**src/rtl/uart_port_arbiter.sv**
```systemverilog
// Two-port arbiter sharing one UART buffer controller. RX and TX are arbitrated
// independently with round-robin fairness; each access is a 3-cycle non-blocking poll.
module uart_port_arbiter (
    input  logic       clk,
    input  logic       reset,
    input  logic       p0_rx_req,
    input  logic       p1_rx_req,
    output logic       p0_rx_done,
    output logic       p1_rx_done,
    output logic       p0_rx_hit,
    output logic       p1_rx_hit,
    output logic [7:0] p0_rx_data,
    output logic [7:0] p1_rx_data,
    input  logic       p0_tx_req,
    input  logic       p1_tx_req,
    input  logic [7:0] p0_tx_data,
    input  logic [7:0] p1_tx_data,
    output logic       p0_tx_done,
    output logic       p1_tx_done,
    output logic       p0_tx_hit,
    output logic       p1_tx_hit,
    output logic       uart_out_valid,
    input  logic [7:0] uart_out_data,
    input  logic       uart_out_ready,
    output logic       uart_in_valid,
    output logic [7:0] uart_in_data,
    input  logic       uart_in_ready,
    output logic       rx_owner,
    output logic       tx_owner
);

    typedef enum logic [1:0] {
        S_IDLE  = 2'd0,
        S_ISSUE = 2'd1,
        S_WAIT  = 2'd2
    } state_t;

    state_t     r_rx_state;
    state_t     w_rx_next;
    state_t     r_tx_state;
    state_t     w_tx_next;
    logic       r_rx_last;
    logic       r_rx_owner;
    logic       r_tx_last;
    logic       r_tx_owner;
    logic [7:0] r_tx_byte;
    logic       w_rx_any;
    logic       w_tx_any;
    logic       w_rx_grant;
    logic       w_tx_grant;
    logic       w_rx_wait;
    logic       w_tx_wait;

    // Both requesting: the port that did not win last time; otherwise whoever asks.
    function automatic logic rr_pick(input logic req0, input logic req1, input logic last);
        return (req0 && req1) ? ~last : req1;
    endfunction

    assign w_rx_any   = p0_rx_req | p1_rx_req;
    assign w_tx_any   = p0_tx_req | p1_tx_req;
    assign w_rx_grant = rr_pick(p0_rx_req, p1_rx_req, r_rx_last);
    assign w_tx_grant = rr_pick(p0_tx_req, p1_tx_req, r_tx_last);

    always_ff @(posedge clk) begin
        if (reset) begin
            r_rx_state <= S_IDLE;
            r_tx_state <= S_IDLE;
        end else begin
            r_rx_state <= w_rx_next;
            r_tx_state <= w_tx_next;
        end
    end

    always_ff @(posedge clk) begin
        if (reset) begin
            r_rx_last  <= 1'b1;
            r_rx_owner <= 1'b0;
            r_tx_last  <= 1'b1;
            r_tx_owner <= 1'b0;
            r_tx_byte  <= 8'h00;
        end else begin
            if (r_rx_state == S_IDLE && w_rx_any) begin
                r_rx_owner <= w_rx_grant;
                r_rx_last  <= w_rx_grant;
            end
            if (r_tx_state == S_IDLE && w_tx_any) begin
                r_tx_owner <= w_tx_grant;
                r_tx_last  <= w_tx_grant;
                r_tx_byte  <= w_tx_grant ? p1_tx_data : p0_tx_data;
            end
        end
    end

    always_comb begin
        w_rx_next = r_rx_state;
        w_tx_next = r_tx_state;
        case (r_rx_state)
            S_IDLE:  w_rx_next = w_rx_any ? S_ISSUE : S_IDLE;
            S_ISSUE: w_rx_next = S_WAIT;
            default: w_rx_next = S_IDLE;
        endcase
        case (r_tx_state)
            S_IDLE:  w_tx_next = w_tx_any ? S_ISSUE : S_IDLE;
            S_ISSUE: w_tx_next = S_WAIT;
            default: w_tx_next = S_IDLE;
        endcase
    end

    // A reset landing in WAIT abandons the access, so completion is masked by reset.
    always_comb begin
        w_rx_wait      = (r_rx_state == S_WAIT) && !reset;
        w_tx_wait      = (r_tx_state == S_WAIT) && !reset;
        uart_out_valid = (r_rx_state == S_ISSUE) && !reset;
        uart_in_valid  = (r_tx_state == S_ISSUE) && !reset;
        uart_in_data   = uart_in_valid ? r_tx_byte : 8'h00;
        p0_rx_done     = w_rx_wait && !r_rx_owner;
        p1_rx_done     = w_rx_wait &&  r_rx_owner;
        p0_rx_hit      = p0_rx_done && uart_out_ready;
        p1_rx_hit      = p1_rx_done && uart_out_ready;
        p0_rx_data     = p0_rx_done ? uart_out_data : 8'h00;
        p1_rx_data     = p1_rx_done ? uart_out_data : 8'h00;
        p0_tx_done     = w_tx_wait && !r_tx_owner;
        p1_tx_done     = w_tx_wait &&  r_tx_owner;
        p0_tx_hit      = p0_tx_done && uart_in_ready;
        p1_tx_hit      = p1_tx_done && uart_in_ready;
        rx_owner       = r_rx_owner;
        tx_owner       = r_tx_owner;
    end

endmodule
```
**config.mk**
```make
export PLATFORM = sky130hd
export DESIGN_NAME = uart_port_arbiter
export DESIGN_NICKNAME = d
export VERILOG_FILES = /design/src/rtl/uart_port_arbiter.sv
export SDC_FILE = /design/constraint.sdc
export NUM_CORES = 1
export LEC_CHECK = 0
export ABC_AREA = 1
export CAP_MARGIN = 20
export CORE_MARGIN = 5
export CORE_UTILIZATION = 28
export DETAILED_ROUTE_END_ITERATION = 10
export PLACE_DENSITY = 0.78
export SLEW_MARGIN = 10
export SYNTH_ARGS = -nofsm -noshare
export SYNTH_HDL_FRONTEND = slang
export SYNTH_SLANG_ARGS = --single-unit
```
**constraint.sdc**
```tcl
create_clock -name clk -period 0.9 [get_ports clk]
set_input_delay 0.09 -clock clk [delete_from_list [all_inputs] [get_ports clk]]
set_output_delay 0.09 -clock clk [all_outputs]
set_load 0.1 [all_outputs]
```
# == After elaboration in Yosys (flattened, before gate mapping) ==
# Index checks and enable logic that the tools add are counted.
# Widths: inputs -> output; s select.
# word_totals
elab_cells,46
inputBits,32
ff_bits,16
out_inout_bits,36
ram_bits,0
mem_count,0
mem_bits_ro,0
latch_bits,0
# classes
n_lt_le_gt_ge,0
reduce_logical,21
shift,0
div_mod_pow,0
bitwise_logic,4
add_sub_neg,0
n_eq_ne,4
multipliers,0
n_mux,10
# op_table
cell,count
$mux 8,4
$logic_and 1x1->1,16
$pmux 2 s2,2
$eq 2x1->1 const B,2
$eq 2x2->1 const B,2
$logic_not 2->1,2
$mux 1,4
$logic_not 1->1,3
$not 1->1,2
$or 1x1->1,2

# == Depth between registers and ports, before layout ==
# Gate-level depths: netlist (run 1).
# depth
word_depth,4
ltp_mapped,6
ltp_nobuf,6

# == Worst setup path after synthesis (run 1) ==
# OpenSTA, ideal clock, no wires.
# synth_path
kind,reg2out
startpoint,"reg r_tx_owner, in the netlist tx_owner"
endpoint,out p1_tx_hit
setup_slack_ps,-2417
arrival_time_ps,3227
required_ps,810
stages_incl_launch_ff,3
n_path_buf,0
cell_sequence,dfxtp_1 -> inv_1 -> nor3_1
# synth_via
elab_chain_cells,2
# synth_lines
element,line_no,text
start: declaration,45,logic r_tx_owner;
start signal: assignment,87,r_tx_owner <= w_tx_grant;
$logic_and 1x1->1,123,p1_tx_done = w_tx_wait && r_tx_owner;
$logic_and 1x1->1,125,p1_tx_hit = p1_tx_done && uart_in_ready;
end: declaration,21,"output logic p1_tx_hit,"
# Every way passes these cells.

# == Worst setup path in the final report (run 1) ==
# layout_path
startpoint,reg r_rx_state[0]
endpoint,out p0_rx_hit
# layout_via
elab_chain_cells,4
# layout_lines
element,line_no,text
start: declaration,38,state_t r_rx_state;
start signal: assignment,69,r_rx_state <= w_rx_next;
$eq 2x2->1,111,w_rx_wait = (r_rx_state == S_WAIT) && !reset;
$logic_and 1x1->1,111,
$logic_and 1x1->1,116,p0_rx_done = w_rx_wait && !r_rx_owner;
$logic_and 1x1->1,118,p0_rx_hit = p0_rx_done && uart_out_ready;
end: declaration,10,"output logic p0_rx_hit,"
# Every way passes these cells.

==> impl_metrics.csv, run 1 <==
group,metric,value,unit
min_path,hold_path_startpoint,"reset",
route,wl,3.90,mm
yosys,syn_avg_cell_area,6.14,um^2
power,p_per_area,907,nW/um^2
yosys,synth.most_common_cell,"nor2_1",
grt,grt_pass1_wl,6.78,mm
yosys,synth_area_leader_cell,"dfxtp_1",
cts,cts_tree,"yes",
yosys,synth_warnings,0,
route,vias,1334,
critical_path,rrSetupSlack,-210,ps
yosys,ys_seq_area_share,32.2,%
critical_path,rr_endpoint,"r_tx_byte[5]",
yosys,synth.ff_latch_count,16,
yosys,synth_area_leaders,"dfxtp_1 32%, nor2_1 18%, nand2_1 11%, inv_1 9.4%, nand3_1 7.0%",
timing,hold_ws,287,ps
yosys,syn_inst,162,
route,vias_per_cell,4.48,
route,first_pass_iters,4,
floorplanning,die_h,69.6,um
critical_path,crit_fanout,9,
cells_and_area,antennaDiodeCount,0,
critical_path,crit_type,"reg2out",
run_status,status,"complete, but fails checks",
floorplanning,core,3390,um^2
floorplanning,ios,68,
cts,htree_levels,1,
route,wl_per_cell,13.1,um
yosys,netlist_area,995,um^2
timing,slew_violations,0,
cts,cts_inserted_buffers,3,
power,ir_drop,831,uV
route,ant_nets,0,
yosys,ys_types,20,
run_status,violations,"negative setup slack",
timing,final-setup-viol-count,50,
yosys,synth_top_area_share,32.2,%
place,dpl.cell_count,288,
timing,tightest_slew,269,ps
cells_and_area,fin_cells,298,
cells_and_area,fin_nets,285,
grt,antenna_found_initial,0,
grt,first_global_vias,1351,
critical_path,worstReg2RegStart,"r_tx_state[0]",
timing,period_share,161,%
critical_path,crit_path_start_kind,"flop",
yosys,synth_edf_count,0,
cells_and_area,areaGrowthSynthToFinish,171,%
timing,max_freq,691,MHz
cts,path_clk_slew,100,ps
floorplanning,fp.dieW,69.6,um
timing,finalCriticalPeriod,1450,ps
yosys,ys.flop_type,"dfxtp_1",
cts,cts_sinks,16,
cells_and_area,drive_above_1_share,52.0,%
cts,clkLatencyLatePin,290,ps
timing,fin_worst_skew,9.66,ps
critical_path,arrival,1360,ps
floorplanning,fp-row-count,21,
floorplanning,start_util,29.3,%
critical_path,worst-endpoint-required,810,ps
floorplanning,die-area,4840,um^2
timing,fin_ws,-547,ps
min_path,min_delay_worst_endpoint,"tx_owner",
job,drv_cap,0,
grt,track_usage,17.2,%
route,drt_iter0_drc,40,
min_path,holdPathStages,3,
grt,overflow,0,
grt,grt_max_degree,18,
timing,rsz0062_at_grt,"yes",
place,dpl.hpwl,3.16,mm
min_path,hold_path_class,"in2reg",
critical_path,r2r_cells,7,
route,drc,0,
timing,slew_headroom,82.0,%
cts,cts-root-buf,"clkbuf_4",
timing,hold_viol_final,0,
power,power.leakage,1.10,nW
yosys,async_flop_share,0,%
place,gp_routability_congestion,0.813,
critical_path,end_kind,"primary output",
cts,cts_buffer_depth,2,
place,io_buffers,67,
yosys,synth_common_cells,"48 x nor2_1, 30 x nand2_1, 25 x inv_1",
yosys,syn-num-nets,194,
## registers in the layout, indices dropped and copies added, names as in the netlist
name,cells
r_tx_byte,8
r_tx_state,2
r_rx_last,1
rx_owner,1
tx_owner,1
r_tx_last,1
r_rx_state,2
## logic make-up after synthesis
logic type	share of synthesized area, %
DFF	32.2
buffers and inverters	15.2
and+or+nand+nor	43.8
AOI/OAI and AO/OA	8.80
## cells in the final DEF, fill, tap and decap left out, types with 2 or more instances in the layout
cell type | synthesis | routed
buf_12 | 0 | 38
clkdlybuf4s50_1 | 0 | 29
nand2_1 | 30 | 24
dfxtp_4 | 0 | 5
buf_4 | 0 | 11
a21boi_1 | 1 | 2
clkinvlp_4 | 0 | 2
clkbuf_4 | 0 | 3
nor2_4 | 1 | 31
nor2_2 | 2 | 4
nor2_1 | 48 | 16
inv_4 | 0 | 3
dfxtp_1 | 16 | 10
buf_6 | 4 | 11
nor3_4 | 0 | 3
nand3_1 | 14 | 11
inv_1 | 25 | 19
nand3_2 | 1 | 3
a21boi_0 | 6 | 5
nand2_4 | 0 | 4
nand2_2 | 1 | 3
inv_2 | 2 | 2
## how the worst max path moves through the flow
stage,from,endpoint,slack [ps],depth (start not counted)
floorplan,r_rx_state[0],p0_rx_data[0],-930,5
global placement,reset,p0_rx_data[0],-530,7
detailed placement,reset,p0_rx_data[0],-570,7
CTS,r_rx_state[0],p0_rx_data[0],-540,6
global route,r_rx_state[0],p0_rx_data[0],-590,6
finish,r_rx_state[0],p0_rx_hit,-550,6
## per-layer routing
layer	wire length, um	vias up	GRT usage, %
li1	-	674	-
met1	1500	594	20.2
met2	2030	57	29.2
met3	293	9	4.93
met4	72	0	6.94
met5	0	-	0
## power breakdown
part	internal, W	total [W]	switching [W]
Combinational	0.000510	0.00120	0.000691
Sequential	0.000779	0.000834	0.0000556
Clock	0.000173	0.000406	0.000233
## cell type report
cell class              instances  area (um^2)
clock buffers                   4         26.3
fillers                       208          697
inverters                      27          121
multi-input cells             114          868
flip-flops and latches         16          340
well taps                      46         57.6
repair buffers                 91         1280
## stage by stage
stage | area (um^2) | power (W) | util (%) | worst slack (ps) | setup TNS [ps]
6_report | 2690 | 0.00244 | 79.4 | -547 | -19280
5_1_grt | 2690 | 0.00259 | 79.4 | -591 | -22370
4_1_cts | 2610 | 0.00238 | 77.0 | -544 | -18610
3_5_place_dp | 2480 | 0.00192 | 73.1 | -574 | -20510
3_3_place_gp | 2480 | 0.00190 | 73.1 | -526 | -19320
2_1_floorplan | 1280 | 0.00150 | - | -932 | -23160
## critical path: stages (launching register included)
cell	delay, ps
dfxtp_2	340
inv_4	80
nand3_4	80
nor2_4	140
inv_6	100
nor2_4	130
buf_12	180
## repair_timing
item,4_1_cts,5_1_grt
resized for setup,21,23
setup buffers,6,1
pin swaps,7,12
endpoints found under the setup margin,50,50
hold endpoints to repair,0,0
hold buffers,0,0
Power figures use the tool's default switching activity.
==> run 2: changes to the inputs <==
clock period = 1.28 ns   (was 0.9 ns; I/O delays follow)
==> run 2 against run 1 <==
Against the previous run:
- setup slack better by 290 ps
- wire length is 0.97% lower
- the run still ends with negative setup slack left
- die area stayed put
- global-route usage is 0.40 points lower
- sequential power is 30% lower
- critical path type unchanged
- utilization is 4.1 points lower
- first-iteration DRC count is 10% higher
- combinational power is 36% lower
- cell area is 5.2% lower
- clock skew hardly changed
- clock power is 33% lower
- critical path depth is 1 higher
==> impl_metrics.csv, run 2 (synthesis results as in run 1) <==
group,metric,value,unit
power,p_per_area,638,nW/um^2
route,vias_per_cell,4.38,
cts,holdBufCountCts,0,
timing,period_share,120,%
min_path,hold_path_class,"in2reg",
place,dpl.cell_count,279,
grt,grt_max_degree,18,
route,drt_iter0_drc,44,
floorplanning,start_util,29.3,%
critical_path,critPathBufInv,4,
cts,cts_buffer_depth,2,
route,vias,1276,
cells_and_area,fin_area,2550,um^2
route,top_layer_used,"met4",
floorplanning,fp-row-count,21,
cells_and_area,areaGrowthSynthToFinish,157,%
cells_and_area,drive_above_1_share,44.5,%
route,wl_met2,2.01,mm
route,wl_per_cell,13.3,um
route,drc,0,
timing,rsz0062_at_grt,"yes",
route,first_pass_iters,2,
route,wl,3.86,mm
cts,path_clk_slew,100,ps
cells_and_area,final_cell_mix,"39 x buf_12, 30 x nor2_4, 30 x nand2_1, 30 x clkdlybuf4s50_1",
critical_path,worst-endpoint-required,1150,ps
cells_and_area,final_common_cell,"buf_12",
cells_and_area,regMostFlops,"r_tx_byte",
route,ant_nets,0,
critical_path,end_kind,"primary output",
timing,fin_ws,-257,ps
critical_path,crit_path_top_delay_cell,"dfxtp_2",
cts,htree_levels,1,
timing,slew_headroom,81.1,%
cells_and_area,antennaDiodeCount,0,
grt,antenna_found_initial,0,
critical_path,cp_cell_sequence,"inv_4, nand3_4, nor2_4, buf_12, inv_8, nor2_4, buf_12",
cts,cts_inserted_buffers,3,
cts,cts_tree,"yes",
floorplanning,die_h,69.6,um
place,dpl.hpwl,3.05,mm
cells_and_area,fillers,219,
route,wl_met1,1.52,mm
floorplanning,fp.dieW,69.6,um
critical_path,crit_path_start_kind,"flop",
floorplanning,core,3390,um^2
run_status,status,"complete, but fails checks",
timing,slew_violations,0,
cts,clkLatencyLatePin,290,ps
grt,track_usage,16.8,%
timing,setup-tns-final,-6330,ps
critical_path,crit_family,"buffers and inverters",
power,ir_drop,379,uV
place,io_buffers,67,
cells_and_area,top_regs,"r_tx_byte: 8 flops, r_rx_state: 2 flops, r_tx_state: 2 flops",
floorplanning,ios,68,
timing,hold_viol_final,0,
place,dpl-instance-area,2410,um^2
job,drv_cap,0,
cells_and_area,largest_reg_flops,8,
route,wl_met3,318,um
cells_and_area,fin_nets,278,
timing,fin_worst_skew,9.29,ps
critical_path,crit_fanout,5,
cts,cts-root-buf,"clkbuf_4",
cts,cts_sinks,16,
timing,finalCriticalPeriod,1540,ps
critical_path,crit_type,"reg2out",
critical_path,critical-path-max-stage-delay,350,ps
critical_path,arrival,1410,ps
grt,overflow,0,
grt,grt_pass1_wl,6.66,mm
cells_and_area,fin_cells,291,
grt,first_global_vias,1340,
timing,final-setup-viol-count,34,
floorplanning,die-area,4840,um^2
timing,max_freq,650,MHz
place,gp_routability_congestion,0.742,
power,power.leakage,1.05,nW
timing,tightest_slew,283,ps
run_status,violations,"negative setup slack",
run 2: worst paths after layout:
path	from	to	slack [ps]	depth (start not counted)
min reg2reg	r_rx_last	r_rx_last	470	2
max reg2reg	r_rx_state[1]	r_rx_last	260	5
min	reset	tx_owner	350	3
max	r_rx_state[0]	p0_rx_data[0]	-260	7
run 2: layer usage:
layer | vias up | track usage, %
li1 | 666 | -
met1 | 550 | 19.0
met2 | 58 | 31.3
met3 | 2 | 4.64
met4 | 0 | 3.25
met5 | - | 0
run 2: what timing repair did:
item                                   CTS  global route
resized for setup                        8             2
endpoints found under the hold margin    0             0
pin swaps                                4             2
setup endpoints to repair               34            34
buffers inserted                         4             2
gates cloned                             2             0
run 2: area by class of cell:
type	count	area, um^2	share of cell area, %
clock inverters	1	3.75	0.147
well taps	46	57.6	2.25
repair inverters	1	8.76	0.343
inverters	27	115	4.51
repair buffers	83	1220	47.6
flip-flops and latches	16	335	13.1
clock buffers	3	22.5	0.882
multi-input cells	114	793	31.1
run 2: per-stage QoR:
| step | utilization, % | hold WS (ps) | power [W] | worst slack, ps |
|---|---|---|---|---|
| 2_1_floorplan | - | 187 | 0.00105 | -590 |
| 3_3_place_gp | 71.0 | 438 | 0.00130 | -210 |
| 3_5_place_dp | 71.0 | 450 | 0.00132 | -288 |
| 4_1_cts | 74.4 | 325 | 0.00163 | -241 |
| 5_1_grt | 75.3 | 326 | 0.00173 | -327 |
| 6_report | 75.3 | 346 | 0.00163 | -257 |
run 2: worst reg2reg max path, stage by stage, from the launching register on:
cell	delay, ps
dfxtp_4	370
buf_4	140
nor2_1	140
o21ai_1	130
nand2_1	80
nand3_1	50
run 2: where the power goes:
| group | switching, W | internal (W) | total (W) |
|---|---|---|---|
| combinational | 0.000449 | 0.000320 | 0.000769 |
| clock | 0.000161 | 0.000113 | 0.000274 |
| sequential | 0.0000369 | 0.000549 | 0.000586 |
| total | 0.000647 | 0.000982 | 0.00163 |
==> run 3: changes to the inputs <==
PLACE_DENSITY = 0.76   (was 0.78)
==> run 3 against run 2 <==
Against the previous run:
- the flow still finishes with violations (negative setup slack)
- die area did not move
- critical path depth decreased by 1
- flip-flop and latch count did not move
- sequential share of layout area down 0.29 points
- non-clock buffer count increased by 7
- register-to-register slack worse by 100 ps
- utilization is 2.3 points higher
- first-iteration DRC count down 34%
- worst hold slack worse by 40 ps
==> impl_metrics.csv, run 3 (synthesis results as in run 1) <==
group,metric,value,unit
cells_and_area,final-seq-area,338,um^2
cells_and_area,post-route-util,77.6,%
timing,slew_headroom,80.6,%
cts,holdBufCountCts,0,
grt,grt_pass1_wl,6.43,mm
power,p_per_area,631,nW/um^2
cts,cts_inserted_buffers,3,
cells_and_area,fillers,219,
grt,track_usage,16.0,%
timing,rsz0062_at_grt,"yes",
route,wl_met2,2.05,mm
floorplanning,die-area,4840,um^2
cells_and_area,antennaDiodeCount,0,
place,dpl.hpwl,3.04,mm
cells_and_area,largest_reg_flops,8,
timing,max_freq,659,MHz
grt,antenna_found_initial,0,
critical_path,worst-endpoint-required,1150,ps
place,gp_routability_congestion,0.768,
critical_path,end_kind,"primary output",
cells_and_area,regMostFlops,"r_tx_byte",
critical_path,arrival,1390,ps
power,power,0.00166,W
timing,final-setup-viol-count,34,
floorplanning,start_util,29.3,%
floorplanning,fp.dieW,69.6,um
cts,cts_tree,"yes",
grt,first_global_vias,1310,
route,top_layer_used,"met4",
cells_and_area,drive_above_1_share,46.4,%
route,ant_nets,0,
critical_path,crit_end,"p1_rx_hit",
cells_and_area,fin_area,2630,um^2
route,wl,3.97,mm
power,ir_drop,406,uV
grt,grt_max_degree,18,
min_path,hold_path_class,"in2reg",
floorplanning,core,3390,um^2
cts,cts_buffer_depth,2,
route,vias,1311,
cells_and_area,final_cell_mix,"38 x buf_12, 30 x nor2_4, 30 x nand2_1, 30 x clkdlybuf4s50_1, 20 x nor2_1",
cts,cts-root-buf,"clkbuf_4",
cells_and_area,final_common_cell,"buf_12",
route,wl_met1,1.60,mm
timing,tightest_slew,290,ps
timing,slew_violations,0,
critical_path,r2r_cells,7,
cts,path_clk_slew,100,ps
critical_path,rr_endpoint,"r_tx_byte[6]",
timing,fin_ws,-238,ps
route,drt_iter0_drc,29,
timing,hold_viol_final,0,
timing,fin_worst_skew,9.88,ps
route,wl_met3,310,um
cts,cts_sinks,16,
timing,finalCriticalPeriod,1520,ps
critical_path,startpoint,"r_rx_state[0]",
critical_path,rrSetupSlack,160,ps
cells_and_area,multi_input_area,801,um^2
critical_path,worstReg2RegStart,"r_tx_state[0]",
job,drv_cap,0,
cells_and_area,areaGrowthSynthToFinish,164,%
timing,hold_ws,306,ps
place,dpl-instance-area,2410,um^2
timing,period_share,119,%
cts,clkLatencyLatePin,290,ps
cells_and_area,top_regs,"r_tx_byte: 8 flops, r_rx_state: 2 flops, r_tx_state: 2 flops",
timing,setup-tns-final,-6280,ps
place,io_buffers,67,
run_status,violations,"negative setup slack",
route,first_pass_iters,4,
cells_and_area,fin_nets,285,
critical_path,crit_type,"reg2out",
power,power.leakage,1.08,nW
floorplanning,ios,68,
route,wl_per_cell,13.3,um
floorplanning,die_h,69.6,um
cts,htree_levels,1,
route,vias_per_cell,4.40,
route,drc,0,
critical_path,crit_path_start_kind,"flop",
critical_path,crit_fanout,5,
run_status,status,"complete, but fails checks",
floorplanning,fp-row-count,21,
grt,overflow,0,
==> run 3: repair_timing <==
action / 4_1_cts / 5_1_grt
setup endpoints to repair: 34 / 34
pin swaps: 7 / 5
resized for setup: 12 / 5
cloned: 2 / 1
buffers inserted: 10 / 2
==> run 3: final cells by class <==
class / count / area share [%]
Inverter: 27 / 4.85
Clock buffer: 3 / 0.857
Multi-Input combinational cell: 114 / 30.5
Timing Repair Buffer: 90 / 48.4
Timing Repair inverter: 1 / 0.238
Sequential cell: 16 / 12.9
Clock inverter: 1 / 0.143
Tap cell: 46 / 2.19
==> run 3: layer usage <==
layer	vias up	GRT usage [%]
met5	-	0
met4	0	2.60
met3	2	4.64
met2	62	29.6
met1	570	18.2
li1	677	-
==> run 3: worst max-delay path, stage by stage (launching register included) <==
cell and delay [ps]:
dfxtp_2 350, inv_4 70, buf_4 110, nand4_4 90
buf_12 170, nor2_4 120, buf_12 180
==> run 3: how the worst min path moves through the flow <==
| stage | start | to | slack (ps) | cells past startpoint |
|---|---|---|---|---|
| global placement | r_rx_last | r_rx_last | 450 | 2 |
| finish | reset | r_rx_last | 310 | 3 |
| detailed placement | r_rx_state[1] | r_rx_state[1] | 470 | 1 |
| CTS | reset | r_rx_last | 300 | 3 |
| floorplan | reset | rx_owner | 190 | 1 |
| global route | reset | r_rx_last | 310 | 3 |
==> run 3: power by group <==
group          internal [W]  leakage, nW  switching (W)
logic              0.000335        0.932       0.000462
registers          0.000549        0.136      0.0000370
clock network      0.000113       0.0154       0.000162
==> run 3: stage by stage <==
step / cells / setup WS [ps]
final: 298 / -238
after CTS: 295 / -244
after detailed placement: 279 / -297
after global placement: 279 / -225
after global routing: 298 / -312
after floorplan: 162 / -590
